## src/rtl/z88_bus_pkg.sv

```systemverilog
// Shared types and constants for the Z88 bus glue.
// Latency: n/a (declarations only).
// Backpressure: n/a.
package z88_bus_pkg;

    typedef enum logic [0:0] {
        ST_IDLE = 1'b0,
        ST_WAIT = 1'b1
    } bus_state_e;

    localparam int SLOT_RAM = 0;
    localparam int SLOT_ROM = 1;

    // Width needed to hold a slot index; never narrower than one bit.
    function automatic int slot_idx_w(input int nslot);
        return (nslot > 1) ? $clog2(nslot) : 1;
    endfunction

endpackage

```

## src/rtl/z88_ena_ring.sv

```systemverilog
// One-hot clock-enable ring, rotating one position left per clock.
// Latency: one clock per position; a full ring takes N clocks.
// Backpressure: none, the ring free-runs regardless of bus state.
module z88_ena_ring #(
    parameter int N = 5
) (
    input  logic         clk_i,
    input  logic         rst_ni,
    output logic [N-1:0] ena_o
);

    logic [N-1:0] ring_q;

    // Rotate left; the top bit wraps back into bit 0.
    always_ff @(posedge clk_i or negedge rst_ni) begin
        if (!rst_ni) begin
            ring_q <= {{(N-1){1'b0}}, 1'b1};
        end else begin
            ring_q <= {ring_q[N-2:0], ring_q[N-1]};
        end
    end

    assign ena_o = ring_q;

endmodule

```

## src/rtl/z88_busglue.sv

```systemverilog
// Z88 bus glue: enable ring, slot decode, wait-state stretch and read latches.
// Latency: read data latched on the sample strobe, or W rings later for a W-wait slot.
// Backpressure: a wait stretch holds cpu_cen low until the stretched capture completes.
module z88_busglue
    import z88_bus_pkg::*;
#(
    parameter int ENA_PHASES = 5,
    parameter int NSLOT      = 4,
    parameter int DW         = 8,
    parameter int WAIT_W     = 2
) (
    input  logic                    clk,
    input  logic                    reset_n,
    output logic [ENA_PHASES-1:0]   clk_ena,
    output logic                    cpu_cen,
    input  logic                    cpu_owner,
    input  logic [NSLOT-1:0]        cs_n,
    input  logic [NSLOT*WAIT_W-1:0] slot_wait,
    input  logic [NSLOT*DW-1:0]     mem_do,
    input  logic [DW-1:0]           io_do,
    input  logic [DW-1:0]           cpu_dout,
    output logic [DW-1:0]           mem_di,
    output logic [DW-1:0]           cpu_di,
    output logic [DW-1:0]           lcd_di,
    output logic                    busy,
    output logic                    cs_err
);

    localparam int SW = slot_idx_w(NSLOT);

    logic [ENA_PHASES-1:0] ring;
    logic                  sample;
    logic                  commit;

    bus_state_e            state_q;
    logic [WAIT_W-1:0]     wcnt_q;
    logic [SW-1:0]         slot_q;
    logic                  owner_q;
    logic                  busy_q;
    logic                  cs_err_q;
    logic [DW-1:0]         cpu_di_q;
    logic [DW-1:0]         lcd_di_q;
    logic [DW-1:0]         mem_di_q;

    logic                  sel_vld;
    logic [SW-1:0]         sel_idx;
    logic                  multi_sel;
    logic [WAIT_W-1:0]     sel_wait;

    logic                  cap_en;
    logic                  cap_vld;
    logic                  cap_owner;
    logic [SW-1:0]         cap_slot;
    logic [DW-1:0]         cap_mem;

    z88_ena_ring #(.N(ENA_PHASES)) u_ring (
        .clk_i  (clk),
        .rst_ni (reset_n),
        .ena_o  (ring)
    );

    assign sample = ring[ENA_PHASES-2];
    assign commit = ring[ENA_PHASES-1];

    // Slot decode: lowest active-low select wins; any further low bit is a conflict.
    always_comb begin
        sel_vld   = 1'b0;
        sel_idx   = '0;
        multi_sel = 1'b0;
        for (int i = SLOT_RAM; i < NSLOT; i++) begin
            if (!cs_n[i]) begin
                if (sel_vld) begin
                    multi_sel = 1'b1;
                end else begin
                    sel_vld = 1'b1;
                    sel_idx = SW'(i);
                end
            end
        end
    end

    assign sel_wait = sel_vld ? slot_wait[sel_idx*WAIT_W +: WAIT_W] : '0;

    // Capture source: live decode when idle, the held slot/owner at the end of a stretch.
    always_comb begin
        cap_slot  = sel_idx;
        cap_vld   = sel_vld;
        cap_owner = cpu_owner;
        cap_en    = 1'b0;
        if (state_q == ST_WAIT) begin
            cap_slot  = slot_q;
            cap_vld   = 1'b1;
            cap_owner = owner_q;
            cap_en    = sample && (wcnt_q == WAIT_W'(1));
        end else begin
            cap_en    = sample && !(sel_vld && (sel_wait != '0));
        end
        cap_mem = mem_do[cap_slot*DW +: DW];
    end

    // Bus FSM: decide capture or stretch on each sample strobe; selects are ignored while stretching.
    always_ff @(posedge clk or negedge reset_n) begin
        if (!reset_n) begin
            state_q  <= ST_IDLE;
            wcnt_q   <= '0;
            slot_q   <= '0;
            owner_q  <= 1'b0;
            busy_q   <= 1'b0;
            cs_err_q <= 1'b0;
            cpu_di_q <= '0;
            lcd_di_q <= '0;
        end else if (sample) begin
            if (cap_en) begin
                if (cap_owner) begin
                    cpu_di_q <= cap_vld ? cap_mem : io_do;
                end else begin
                    lcd_di_q <= cap_vld ? cap_mem : '0;
                end
            end
            unique case (state_q)
                ST_IDLE: begin
                    owner_q <= cpu_owner;
                    if (multi_sel) begin
                        cs_err_q <= 1'b1;
                    end
                    if (sel_vld && (sel_wait != '0)) begin
                        state_q <= ST_WAIT;
                        wcnt_q  <= sel_wait;
                        slot_q  <= sel_idx;
                        busy_q  <= 1'b1;
                    end
                end
                ST_WAIT: begin
                    if (wcnt_q == WAIT_W'(1)) begin
                        state_q <= ST_IDLE;
                        wcnt_q  <= '0;
                        busy_q  <= 1'b0;
                    end else begin
                        wcnt_q  <= wcnt_q - WAIT_W'(1);
                    end
                end
                default: state_q <= ST_IDLE;
            endcase
        end
    end

    // Write data is a plain one-clock delay of the CPU output bus.
    always_ff @(posedge clk or negedge reset_n) begin
        if (!reset_n) begin
            mem_di_q <= '0;
        end else begin
            mem_di_q <= cpu_dout;
        end
    end

    // owner_q is zero from reset, so no CPU enable can appear before the first sampled cycle.
    assign cpu_cen = commit & owner_q & ~busy_q;
    assign clk_ena = ring;
    assign busy    = busy_q;
    assign cs_err  = cs_err_q;
    assign cpu_di  = cpu_di_q;
    assign lcd_di  = lcd_di_q;
    assign mem_di  = mem_di_q;

endmodule

```

## config.mk

```make
export PLATFORM = sky130hd
export DESIGN_NAME = z88_busglue
export DESIGN_NICKNAME = d
export VERILOG_FILES = /design/src/rtl/z88_bus_pkg.sv /design/src/rtl/z88_ena_ring.sv /design/src/rtl/z88_busglue.sv
export SDC_FILE = /design/constraint.sdc
export NUM_CORES = 1
export LEC_CHECK = 0
export ABC_AREA = 1
export BUFFER_PORTS_ARGS = -buffer_cell sky130_fd_sc_hd__buf_2
export CAP_MARGIN = 5
export CORE_MARGIN = 2
export CORE_UTILIZATION = 25
export CTS_CLUSTER_DIAMETER = 60
export DETAILED_ROUTE_END_ITERATION = 6
export GPL_TIMING_DRIVEN = 0
export PLACE_DENSITY = 0.45
export SLEW_MARGIN = 20
export SYNTH_ARGS = -nofsm -noshare
export SYNTH_HDL_FRONTEND = slang
export SYNTH_SLANG_ARGS = --single-unit
```

## constraint.sdc

```tcl
create_clock -name clk -period 1.4 [get_ports clk]
set_input_delay 0.14 -clock clk [delete_from_list [all_inputs] [get_ports clk]]
set_output_delay 0.14 -clock clk [all_outputs]
set_load 0.05 [all_outputs]
```

==> reports/metrics.cfg, run 1 <==
[logic_synthesis]
synth_top_area_share_pct = 42.03
synth_cell_types = 24
synthesis.nets = 358
ys_top_cells_by_area = dfrtp_1, nand2_1, nand3_1
post_synth.cell_area_avg_um2 = 7.290
synth_seq_cells = 37
ys_warn_count = 0
syn-cell-area_um2 = 2143
syn-instance-count = 294
ys_seq_area_share_pct = 43.26
synth_top_area_cell = dfrtp_1

[die]
die_w_um = 96.59
core_region_area_um2 = 8258
die_area_um2 = 9330
die_height_um = 96.59
boundaryPins = 95
start_util_pct = 25.95
rows = 33

[grt]
grt_use_total_pct = 12.62
grt_pass1_wl_mm = 9.094
grt_max_degree = 38
grt_overflow = 0
antenna_found_initial = 0
grt_pass1_vias = 2038

[finish]
syn2layout_area_growth_pct = 50.32
drive_gt1_share_pct = 46.75
num_antenna_cells = 0
nNetsFinal = 478
fill_cells = 919

[routing]
drt_iter0_drc = 57
vias = 2202
drtPass1Iterations = 4
routedWlPerCell_um = 11.24
antenna_left = 0
drcViolationCount = 0
drt-total-wl_mm = 5.846
viasPerCell = 4.235

[critical_path]
startpoint = state_q$_DFFE_PN0P_
cp.required_ns = 1.63
crit_path_max_fanout = 8
startpoint_type = flop
crit_type = flop to flop
critPathCaptureType = flop
worstPathArrival_ns = 1.71
r2r-start = state_q$_DFFE_PN0P_

[clock_network]
cts_tree = yes
ctsHtreeMaxLevel = 2
clock_latency_ns = 0.28
numCtsBuffers = 5
clockBufferDepth = 2
cts_sinks = 37
root_buffer = clkbuf_8
clkTransAtPathRegs_ns = 0.07

[sta]
setup_tns_ns = -0.8921
rsz0062_at_grt = true
min_period_ns = 1.486
slew_viol_final = 0
report.final.hold_viol_count = 0
slew_headroom_pct = 42.76
hold_slack_ns = 0.2047
setup_viol = 16
worstMarginPinSlew_ns = 0.8587
fmax_mhz = 672.8
worst_slack_ns = -0.08629
clock_skew_ns = 0.004088
final.period_utilization_pct = 106.2

[run]
drv_cap = 0

[power_and_ir_drop]
p_per_area_nw_per_um2 = 692.2
p_leak_nw = 1.823
ir_drop_mv = 0.3472

[placed_design]
hpwl_mm = 4.377
io_buffers = 93
post-place-ws_ns = -0.2133
gp_congestion = 0.8518

[min_path]
hold_path_startpoint = cs_n[0]
hp-class = input port to flop

[status]
status = complete, but fails checks
violations = setup timing

==> power by group <==
group | switching [mW] | internal (mW) | total [mW]
registers | 0.00996 | 1.09 | 1.10
clock network | 0.373 | 0.345 | 0.718
logic | 0.256 | 0.152 | 0.408
==> Yosys cell counts (all sizes together) <==
| cell type | n |
|---|---|
| inv | 56 |
| o21ai | 10 |
| ha | 1 |
| dfstp | 1 |
| a21oi | 1 |
| nand3 | 60 |
| nand2 | 114 |
| nor2 | 7 |
| o211ai | 1 |
| dfrtp | 36 |
| buf | 6 |
| o21bai | 1 |
==> sequential cells by signal, indices dropped and copies added, names as in the netlist <==
name / count
lcd_di: 8
u_ring.ena_o: 5
busy: 1
mem_di: 8
cpu_di: 8
wcnt_q: 2
slot_q: 2
cs_err: 1
owner_q: 1
state_q: 1
==> area by class of cell <==
type / instances / area [µm²] / share of cell area (%)
Sequential cell: 37 / 928.4 / 28.82
Inverter: 56 / 220.2 / 6.835
Tap cell: 105 / 131.4 / 4.078
Multi-Input combinational cell: 195 / 1125 / 34.91
Buffer: 6 / 67.56 / 2.097
Timing Repair Buffer: 113 / 666.9 / 20.70
Clock buffer: 6 / 72.57 / 2.252
Clock inverter: 2 / 10.01 / 0.3107
==> logic make-up after synthesis <==
family,after synthesis,share of synthesized area (%)
adders and majority gates,1,0.5837
and+or+nand+nor,181,39.58
buffers and inverters,62,12.78
DFF,37,43.26
AOI/OAI and AO/OA,13,3.795
==> worst max-delay path: stages, from the launching register on <==
cell and delay [ns]:
dfrtp_1 0.39, buf_8 0.15, o21ai_0 0.25, inv_1 0.12, nor2_4 0.16, buf_4 0.19, nand3_1 0.10, nand2_1 0.07
==> metal layers <==
metal	wire [µm]	track usage (%)	share of wire, %	vias up
met1	2638	16.68	45	999
li1	-	-	-	1142
met4	46	3.169	0.79	0
met5	0	0	0	-
met2	2783	21.12	48	57
met3	378	2.560	6.5	4
==> through the flow <==
step                cells  total power, mW  cell area, µm²  util (%)
global route          520            2.344            3222     39.02
global placement      492            1.496            2754     33.35
CTS                   519            2.254            3088     37.39
detailed placement    492            1.499            2754     33.35
floorplan             294            1.338            2157         -
finish                520            2.230            3222     39.02
==> timing repair <==
action,CTS,global route
setup buffers,9,1
hold endpoints to repair,26,0
pin swaps,17,12
gates cloned,1,0
hold buffers,9,0
setup endpoints to repair,16,16
gates resized for setup,18,38
==> cell usage in the layout, fill, tap and decap left out, drive strengths merged <==
cell         count
nor2             7
dfrtp           36
buf            110
inv             56
o21bai           1
clkbuf           6
o21ai           10
ha               1
nand2          114
clkinv           2
nand3           60
a21oi            1
dlygate4sd3      9
o211ai           1
dfstp            1
==> path summary, 6_finish.rpt <==
path,to,slack [ns],cells after the start
min,slot_q[0]$_DFFE_PN0P_,0.20,3
min in group asynchronous,lcd_di[5]$_DFFE_PN0P_,0.50,2
max in group asynchronous,u_ring.ena_o[3]$_DFF_PN0_,0.30,2
max reg2reg,lcd_di[1]$_DFFE_PN0P_,-0.09,7
max,lcd_di[1]$_DFFE_PN0P_,-0.09,7
min reg2reg,u_ring.ena_o[3]$_DFF_PN0_,0.38,0
(Power assumes the default switching activity.)
==> inputs of run 2 (changes only) <==
--- a/config.mk
+++ b/config.mk
@@ -8,7 +8,6 @@
 export ABC_AREA = 1
 export BUFFER_PORTS_ARGS = -buffer_cell sky130_fd_sc_hd__buf_2
 export CAP_MARGIN = 5
-export CORE_MARGIN = 2
 export CORE_UTILIZATION = 25
 export CTS_CLUSTER_DIAMETER = 60
 export DETAILED_ROUTE_END_ITERATION = 6
==> constraint.sdc (replaced) <==
create_clock -name clk -period 1.3 [get_ports clk]
set_input_delay 0.13 -clock clk [delete_from_list [all_inputs] [get_ports clk]]
set_output_delay 0.13 -clock clk [all_outputs]
set_load 0.05 [all_outputs]
==> run 2 against run 1 <==
  * The flow still finishes with violations (setup timing)
  * Clock skew is essentially flat
  * Worst hold slack lost 0.039 ns
  * Combinational power grew 9.8%
  * First-iteration DRC count shrank 14%
  * Wire length grew 0.75%
  * Highest routed layer unchanged
  * Clock-buffer cell count is the same
  * Global-route usage grew 0.82 points
  * Cell count grew 0.19%
==> reports/metrics.cfg, run 2 (synthesized netlist as in run 1, its figures left out) <==
[sta]
rsz0062_at_grt = true
slew_viol_final = 0  ; unchanged
report.final.hold_viol_count = 0  ; unchanged
slew_headroom_pct = 44.16  ; +1.4 points
setup_tns_ns = -3.228  ; -2.336 ns
setup_viol = 17  ; +1
worstMarginPinSlew_ns = 0.8375  ; -0.02112 ns
fmax_mhz = 659.8  ; -1.9%
worst_slack_ns = -0.2155  ; -0.1292 ns
final.period_utilization_pct = 116.6  ; +10 points
clock_skew_ns = 0.003600  ; -0.0004878 ns
min_period_ns = 1.516  ; +0.02922 ns

[routing]
drtPass1Iterations = 4  ; unchanged
drcViolationCount = 0  ; unchanged
vias = 2250  ; +2.2%
antenna_left = 0  ; unchanged
drt_iter0_drc = 49  ; -14%
viasPerCell = 4.319  ; +2.0%
drt-total-wl_mm = 5.890  ; +0.75%
routedWlPerCell_um = 11.31  ; +0.56%

[finish]
fill_cells = 912  ; -0.76%
layout_commonest_cell = buf_2
syn2layout_area_growth_pct = 52.66
nNetsFinal = 479  ; +0.21%
design_area_um2 = 3272  ; +1.6%
num_antenna_cells = 0  ; unchanged
drive_gt1_share_pct = 48.32  ; +1.6 points
final_cell_mix = buf_2, nand2_1, inv_1

[min_path]
hold-path-endpoint = cpu_di[0]$_DFFE_PN0P_
whs_path_depth = 5  ; +2
hold_path_startpoint = io_do[0]
hp-class = input port to flop

[critical_path]
rr_worst_depth = 8  ; +1
r2r-end = lcd_di[7]$_DFFE_PN0P_
crit_slowest_cell = dfrtp_1
r2r_setup_slack_ns = -0.22  ; -0.13 ns
r2r-start = state_q$_DFFE_PN0P_
critPathMostFrequentCell = buf_6
cp.required_ns = 1.53  ; -0.10 ns
startpoint_type = flop
worstPathArrival_ns = 1.75  ; +0.04 ns
crit_chain = buf_6 > buf_4 > o21ai_2 > inv_1 > nor2_4 > buf_6 > nand3_1 > nand2_1
slowest_delay_ns = 0.39  ; about the same
crit_type = flop to flop
critPathCaptureType = flop
crit_path_max_fanout = 8  ; unchanged

[power_and_ir_drop]
ir_drop_mv = 0.3624  ; +4.4%
p_leak_nw = 1.865  ; +2.3%
p_per_area_nw_per_um2 = 738.3  ; +6.7%

[grt]
grt_overflow = 0  ; unchanged
grt_pass1_vias = 2109  ; +3.5%
grt_max_degree = 38  ; unchanged
grt_pass1_wl_mm = 9.266  ; +1.9%
grt_use_total_pct = 13.45  ; +0.82 points
antenna_found_initial = 0  ; unchanged

[clock_network]
root_buffer = clkbuf_8
cts_tree = yes
numCtsBuffers = 5  ; unchanged
clock_latency_ns = 0.29  ; about the same
clkTransAtPathRegs_ns = 0.07  ; about the same
clockBufferDepth = 2  ; unchanged
cts_sinks = 37  ; unchanged
ctsHtreeMaxLevel = 2  ; unchanged

[die]
start_util_pct = 25.95  ; unchanged
die_w_um = 94.59  ; -2.1%
die_area_um2 = 8947  ; -4.1%
core_region_area_um2 = 8258  ; unchanged
die_height_um = 94.59  ; -2.1%
rows = 33  ; unchanged
boundaryPins = 95  ; unchanged

[placed_design]
hpwl_mm = 4.294  ; -1.9%
place_area_um2 = 2770  ; +0.59%
gp_congestion = 0.7629  ; -10%
io_buffers = 93  ; unchanged
post-place-ws_ns = -0.3134  ; -0.1001 ns

[status]
status = complete, but fails checks
violations = setup timing

[run]
drv_cap = 0  ; unchanged

run 2: through the flow:
step / power, mW / hold WS [ns] / cells / util [%]
2_1_floorplan: 1.442 / -0.1656 / 294 / -
3_3_place_gp: 1.613 / 0.2375 / 492 / 33.55
3_5_place_dp: 1.616 / 0.2400 / 492 / 33.55
4_1_cts: 2.435 / 0.1675 / 518 / 36.68
5_1_grt: 2.562 / 0.1994 / 521 / 39.62
6_report: 2.415 / 0.1656 / 521 / 39.62
run 2: timing repair:
item,CTS,global route
cloned,2,0
hold buffers,9,0
pin swaps,21,24
endpoints found under the hold margin,44,0
gates resized for setup,8,59
endpoints found under the setup margin,16,19
buffers inserted,7,3
run 2: routing by layer:
| metal | global-route usage (%) | up-vias | part of all wire, % |
|---|---|---|---|
| met4 | 3.157 | 0 | 0.78 |
| met2 | 23.13 | 53 | 48 |
| met1 | 16.79 | 1049 | 45 |
| li1 | - | 1143 | - |
| met3 | 3.462 | 5 | 5.4 |
| met5 | 0 | - | 0 |
run 2: how the worst max path moves through the flow:
stage / start / endpoint / slack, ns / depth (start not counted)
detailed placement: state_q$_DFFE_PN0P_ / cpu_di[2]$_DFFE_PN0P_ / -0.31 / 12
finish: state_q$_DFFE_PN0P_ / lcd_di[7]$_DFFE_PN0P_ / -0.22 / 8
floorplan: state_q$_DFFE_PN0P_ / cpu_di[1]$_DFFE_PN0P_ / -0.08 / 12
global placement: state_q$_DFFE_PN0P_ / cpu_di[2]$_DFFE_PN0P_ / -0.30 / 12
CTS: state_q$_DFFE_PN0P_ / cpu_di[2]$_DFFE_PN0P_ / -0.21 / 12
global route: state_q$_DFFE_PN0P_ / cpu_di[6]$_DFFE_PN0P_ / -0.32 / 12
run 2: worst max-delay path: cells and delay by family (launching register included):
family	cells	cell delay, ns
AO/OA/AOI/OAI	1	0.19
buffers and inverters	4	0.55
AND/OR/NAND/NOR	3	0.34
flip-flops	1	0.39
run 2: power breakdown:
group	total (mW)	switching [mW]	internal (mW)
sequential	1.19	0.0110	1.18
clock	0.778	0.407	0.372
combinational	0.448	0.281	0.168
total	2.42	0.698	1.72
run 2: area by class of cell:
| class | count | area (µm²) | share of cell area [%] |
|---|---|---|---|
| Buffer | 6 | 67.56 | 2.065 |
| Clock inverter | 2 | 10.01 | 0.3059 |
| Sequential cell | 37 | 928.4 | 28.37 |
| Clock buffer | 6 | 72.57 | 2.218 |
| Tap cell | 105 | 131.4 | 4.015 |
| Timing Repair Buffer | 114 | 670.6 | 20.50 |
| Inverter | 56 | 220.2 | 6.730 |
| Multi-Input combinational cell | 195 | 1171 | 35.79 |
==> inputs of run 3 (changes only) <==
--- a/config.mk
+++ b/config.mk
@@ -9,11 +9,13 @@
 export BUFFER_PORTS_ARGS = -buffer_cell sky130_fd_sc_hd__buf_2
 export CAP_MARGIN = 5
 export CORE_UTILIZATION = 25
+export CTS_BUF_LIST = sky130_fd_sc_hd__clkbuf_4
 export CTS_CLUSTER_DIAMETER = 60
 export DETAILED_ROUTE_END_ITERATION = 6
 export GPL_TIMING_DRIVEN = 0
-export PLACE_DENSITY = 0.45
+export PLACE_DENSITY = 0.46
 export SLEW_MARGIN = 20
 export SYNTH_ARGS = -nofsm -noshare
 export SYNTH_HDL_FRONTEND = slang
+export SYNTH_HIERARCHICAL = 1
 export SYNTH_SLANG_ARGS = --single-unit
==> run 3 against run 2 <==
  * The flow still finishes with violations (setup timing)
  * Sequential power hardly changed
  * Power is 9.1% higher
  * Cell area fell by 0.38%
  * Non-clock buffer count rose by 2
  * Area after synthesis down 2.2%
  * Register-to-register slack about the same
  * Clock skew grew 0.011 ns
  * Sequential share of layout area is 0.11 points higher
  * Worst hold slack got worse by 0.093 ns
  * Critical path depth up 3
  * Critical path type unchanged
==> reports/metrics.cfg, run 3 <==
[routing]
routedWlPerCell_um = 11.47  ; +1.5%
antenna_left = 0  ; unchanged
drt_iter0_drc = 116  ; +140%
drcViolationCount = 0  ; unchanged
viasPerCell = 4.236  ; -1.9%
drtPass1Iterations = 4  ; unchanged
drt-total-wl_mm = 5.944  ; +0.92%
vias = 2194  ; -2.5%

[finish]
multi_input_area_um2 = 1135  ; -3.1%
layout_commonest_cell = buf_2
num_antenna_cells = 0  ; unchanged
fill_cells = 867  ; -4.9%
final_cell_mix = buf_2, nand2_1, inv_1
nNetsFinal = 476  ; -0.63%
regArea_um2 = 928.4  ; unchanged
syn2layout_area_growth_pct = 55.52
drive_gt1_share_pct = 46.49  ; -1.8 points
final_core_util_pct = 39.87  ; +0.25 points

[grt]
grt_pass1_vias = 2066  ; -2.0%
grt_pass1_wl_mm = 9.246  ; -0.22%
grt_overflow = 0  ; unchanged
grt_max_degree = 38  ; unchanged
grt_use_total_pct = 13.55  ; +0.11 points
antenna_found_initial = 0  ; unchanged

[logic_synthesis]
ys_top_cells_by_area = dfrtp_1, nand2_1, nand3_1
synth_ff_type = dfrtp_1
syn-instance-count = 289  ; -1.7%
synthesis.nets = 353  ; -1.4%
synth_seq_cells = 37  ; unchanged
synth-edff-count = 0  ; unchanged
ys_warn_count = 6  ; +6
synth_top_area_cell = dfrtp_1
syn-cell-area_um2 = 2096  ; -2.2%
async_flop_share_pct = 100.0  ; unchanged
ys_seq_area_share_pct = 44.24  ; +0.98 points
post_synth.cell_area_avg_um2 = 7.252  ; -0.53%
yosys-top-cells-count = nand2_1, nand3_1, inv_1
synth_top_area_share_pct = 42.99  ; +0.95 points
yosysMostFrequentCell = nand2_1
synth_cell_types = 25  ; +4.2%

[power_and_ir_drop]
pwr-share-comb_pct = 17.1  ; -1.5 points
p_int_mw = 1.949  ; +14%
p_per_area_nw_per_um2 = 808.2  ; +9.5%
p_leak_nw = 1.841  ; -1.3%
p_switching_uw = 685.2  ; -1.9%
total_power_mw = 2.634  ; +9.1%
seqPwrFrac_pct = 45.4  ; -3.8 points
clockPowerShare_pct = 37.5  ; +5.3 points
ir_drop_mv = 0.5244  ; +45%
switching_share_pct = 26.01  ; -2.9 points

[critical_path]
cp.required_ns = 1.54  ; about the same
startpoint_type = flop
worstPathArrival_ns = 1.77  ; +0.02 ns
critPathCaptureType = flop
crit_path_max_fanout = 8  ; unchanged
crit_type = flop to flop

[sta]
fmax_mhz = 653.9  ; -0.90%
setup_viol = 16  ; -1
worst_slack_ns = -0.2292  ; -0.01369 ns
slew_viol_final = 0  ; unchanged
worstMarginPinSlew_ns = 0.8418  ; +0.004231 ns
min_period_ns = 1.529  ; +0.01369 ns
report.final.hold_viol_count = 0  ; unchanged
clock_skew_ns = 0.01455  ; +0.01095 ns
final.period_utilization_pct = 117.6  ; +1.1 points
slew_headroom_pct = 43.88  ; -0.28 points
rsz0062_at_grt = true

[clock_network]
numCtsBuffers = 5  ; unchanged
cts_tree = yes
clockBufferDepth = 2  ; unchanged
cts_sinks = 37  ; unchanged
root_buffer = clkbuf_4
ctsHtreeMaxLevel = 2  ; unchanged
clkTransAtPathRegs_ns = 0.13  ; +0.06 ns
clock_latency_ns = 0.34  ; +0.05 ns

[die]
die_w_um = 93.56  ; -1.1%
core_region_area_um2 = 8175  ; -1.0%
start_util_pct = 25.64  ; -0.32 points
die_area_um2 = 8753  ; -2.2%
rows = 33  ; unchanged
die_height_um = 93.56  ; -1.1%
boundaryPins = 95  ; unchanged

[placed_design]
gp_congestion = 0.7956  ; +4.3%
post-place-ws_ns = -0.3179  ; -0.004556 ns
hpwl_mm = 4.463  ; +3.9%
io_buffers = 93  ; unchanged

[run]
drv_cap = 0  ; unchanged

[min_path]
hp-class = input port to flop

[status]
status = complete, but fails checks
violations = setup timing

run 3: cell types whose count changed in the layout (fill, tap and decap cells not counted), moves of 3 or more:
cell,delta
buf_4,+5
nand2_1,+14
clkbuf_4,+5
clkbuf_8,-5
nand2_2,-11
nand3_1,-10
buf_6,-3
inv_1,-5
nand3b_1,+9
run 3: worst paths after layout:
check / start / to / slack [ns] / depth (start not counted)
setup / recovery: state_q$_DFFE_PN0P_ / cpu_di[7]$_DFFE_PN0P_ / -0.23 / 11
hold / removal: cpu_owner / owner_q$_DFFE_PN0P_ / 0.07 / 3
setup reg to reg: state_q$_DFFE_PN0P_ / cpu_di[7]$_DFFE_PN0P_ / -0.23 / 11
hold reg to reg: u_ring/ena_o[2]$_DFF_PN0_ / u_ring/ena_o[3]$_DFF_PN0_ / 0.38 / 0
max in group asynchronous: reset_n / u_ring/ena_o[3]$_DFF_PN0_ / 0.31 / 2
min in group asynchronous: reset_n / cpu_di[7]$_DFFE_PN0P_ / 0.42 / 2
run 3: kinds of logic after synthesis:
logic type	after synthesis	synth area share (%)
DFF	37	44.24
AOI/OAI and AO/OA	12	4.000
adders and majority gates	1	0.5969
buffers and inverters	58	11.40
and+or+nand+nor	181	39.76
run 3: layout make-up:
cell class	count	area share [%]
well taps	105	4.031
plain buffers	6	1.536
inverters	52	6.296
clock inverters	3	1.996
repair buffers	116	21.69
clock buffers	5	1.152
flip-flops and latches	37	28.48
multi-input cells	194	34.82
run 3: power by group through the flow:
stage          registers (mW)  logic (mW)  clock network (mW)
2_1_floorplan            1.32       0.139                   0
3_3_place_gp             1.22       0.416                   0
3_5_place_dp             1.22       0.419                   0
4_1_cts                  1.20       0.441                1.02
5_1_grt                  1.20       0.503                1.08
6_report                 1.20       0.450               0.989
run 3: critical path, cell delays in order (launching register included):
cell and delay (ns):
dfrtp_1 0.43, buf_6 0.15, nand2_2 0.06, a21boi_4 0.23, buf_12 0.16, inv_8 0.05, nand3_2 0.06, nand2_2 0.06
nand2_2 0.09, nand2_2 0.06, nand3_2 0.06, nand2_1 0.05
run 3: through the flow:
| stage | hold WS, ns | instance area, µm² | TNS, ns | cells |
|---|---|---|---|---|
| final | 0.07261 | 3259 | -3.331 | 518 |
| after CTS | 0.04944 | 3047 | -3.017 | 510 |
| after floorplan | -0.1656 | 2176 | -1.260 | 289 |
| after global placement | 0.2377 | 2773 | -4.693 | 487 |
| after global routing | 0.04559 | 3259 | -5.128 | 518 |
| after detailed placement | 0.2393 | 2773 | -4.892 | 487 |
run 3: timing repair:
action,4_1_cts,5_1_grt
hold buffers,9,0
endpoints found under the hold margin,44,0
setup buffers,6,6
cloned,0,2
pin swaps,1,27
gates resized for setup,8,40
endpoints found under the setup margin,19,19
run 3: metal layers:
metal	vias to the layer above	track usage (%)	wire length, µm
met5	-	0	0
met3	4	3.008	340
met4	0	2.051	31
met1	995	17.88	2677
met2	58	23.04	2893
li1	1137	-	-
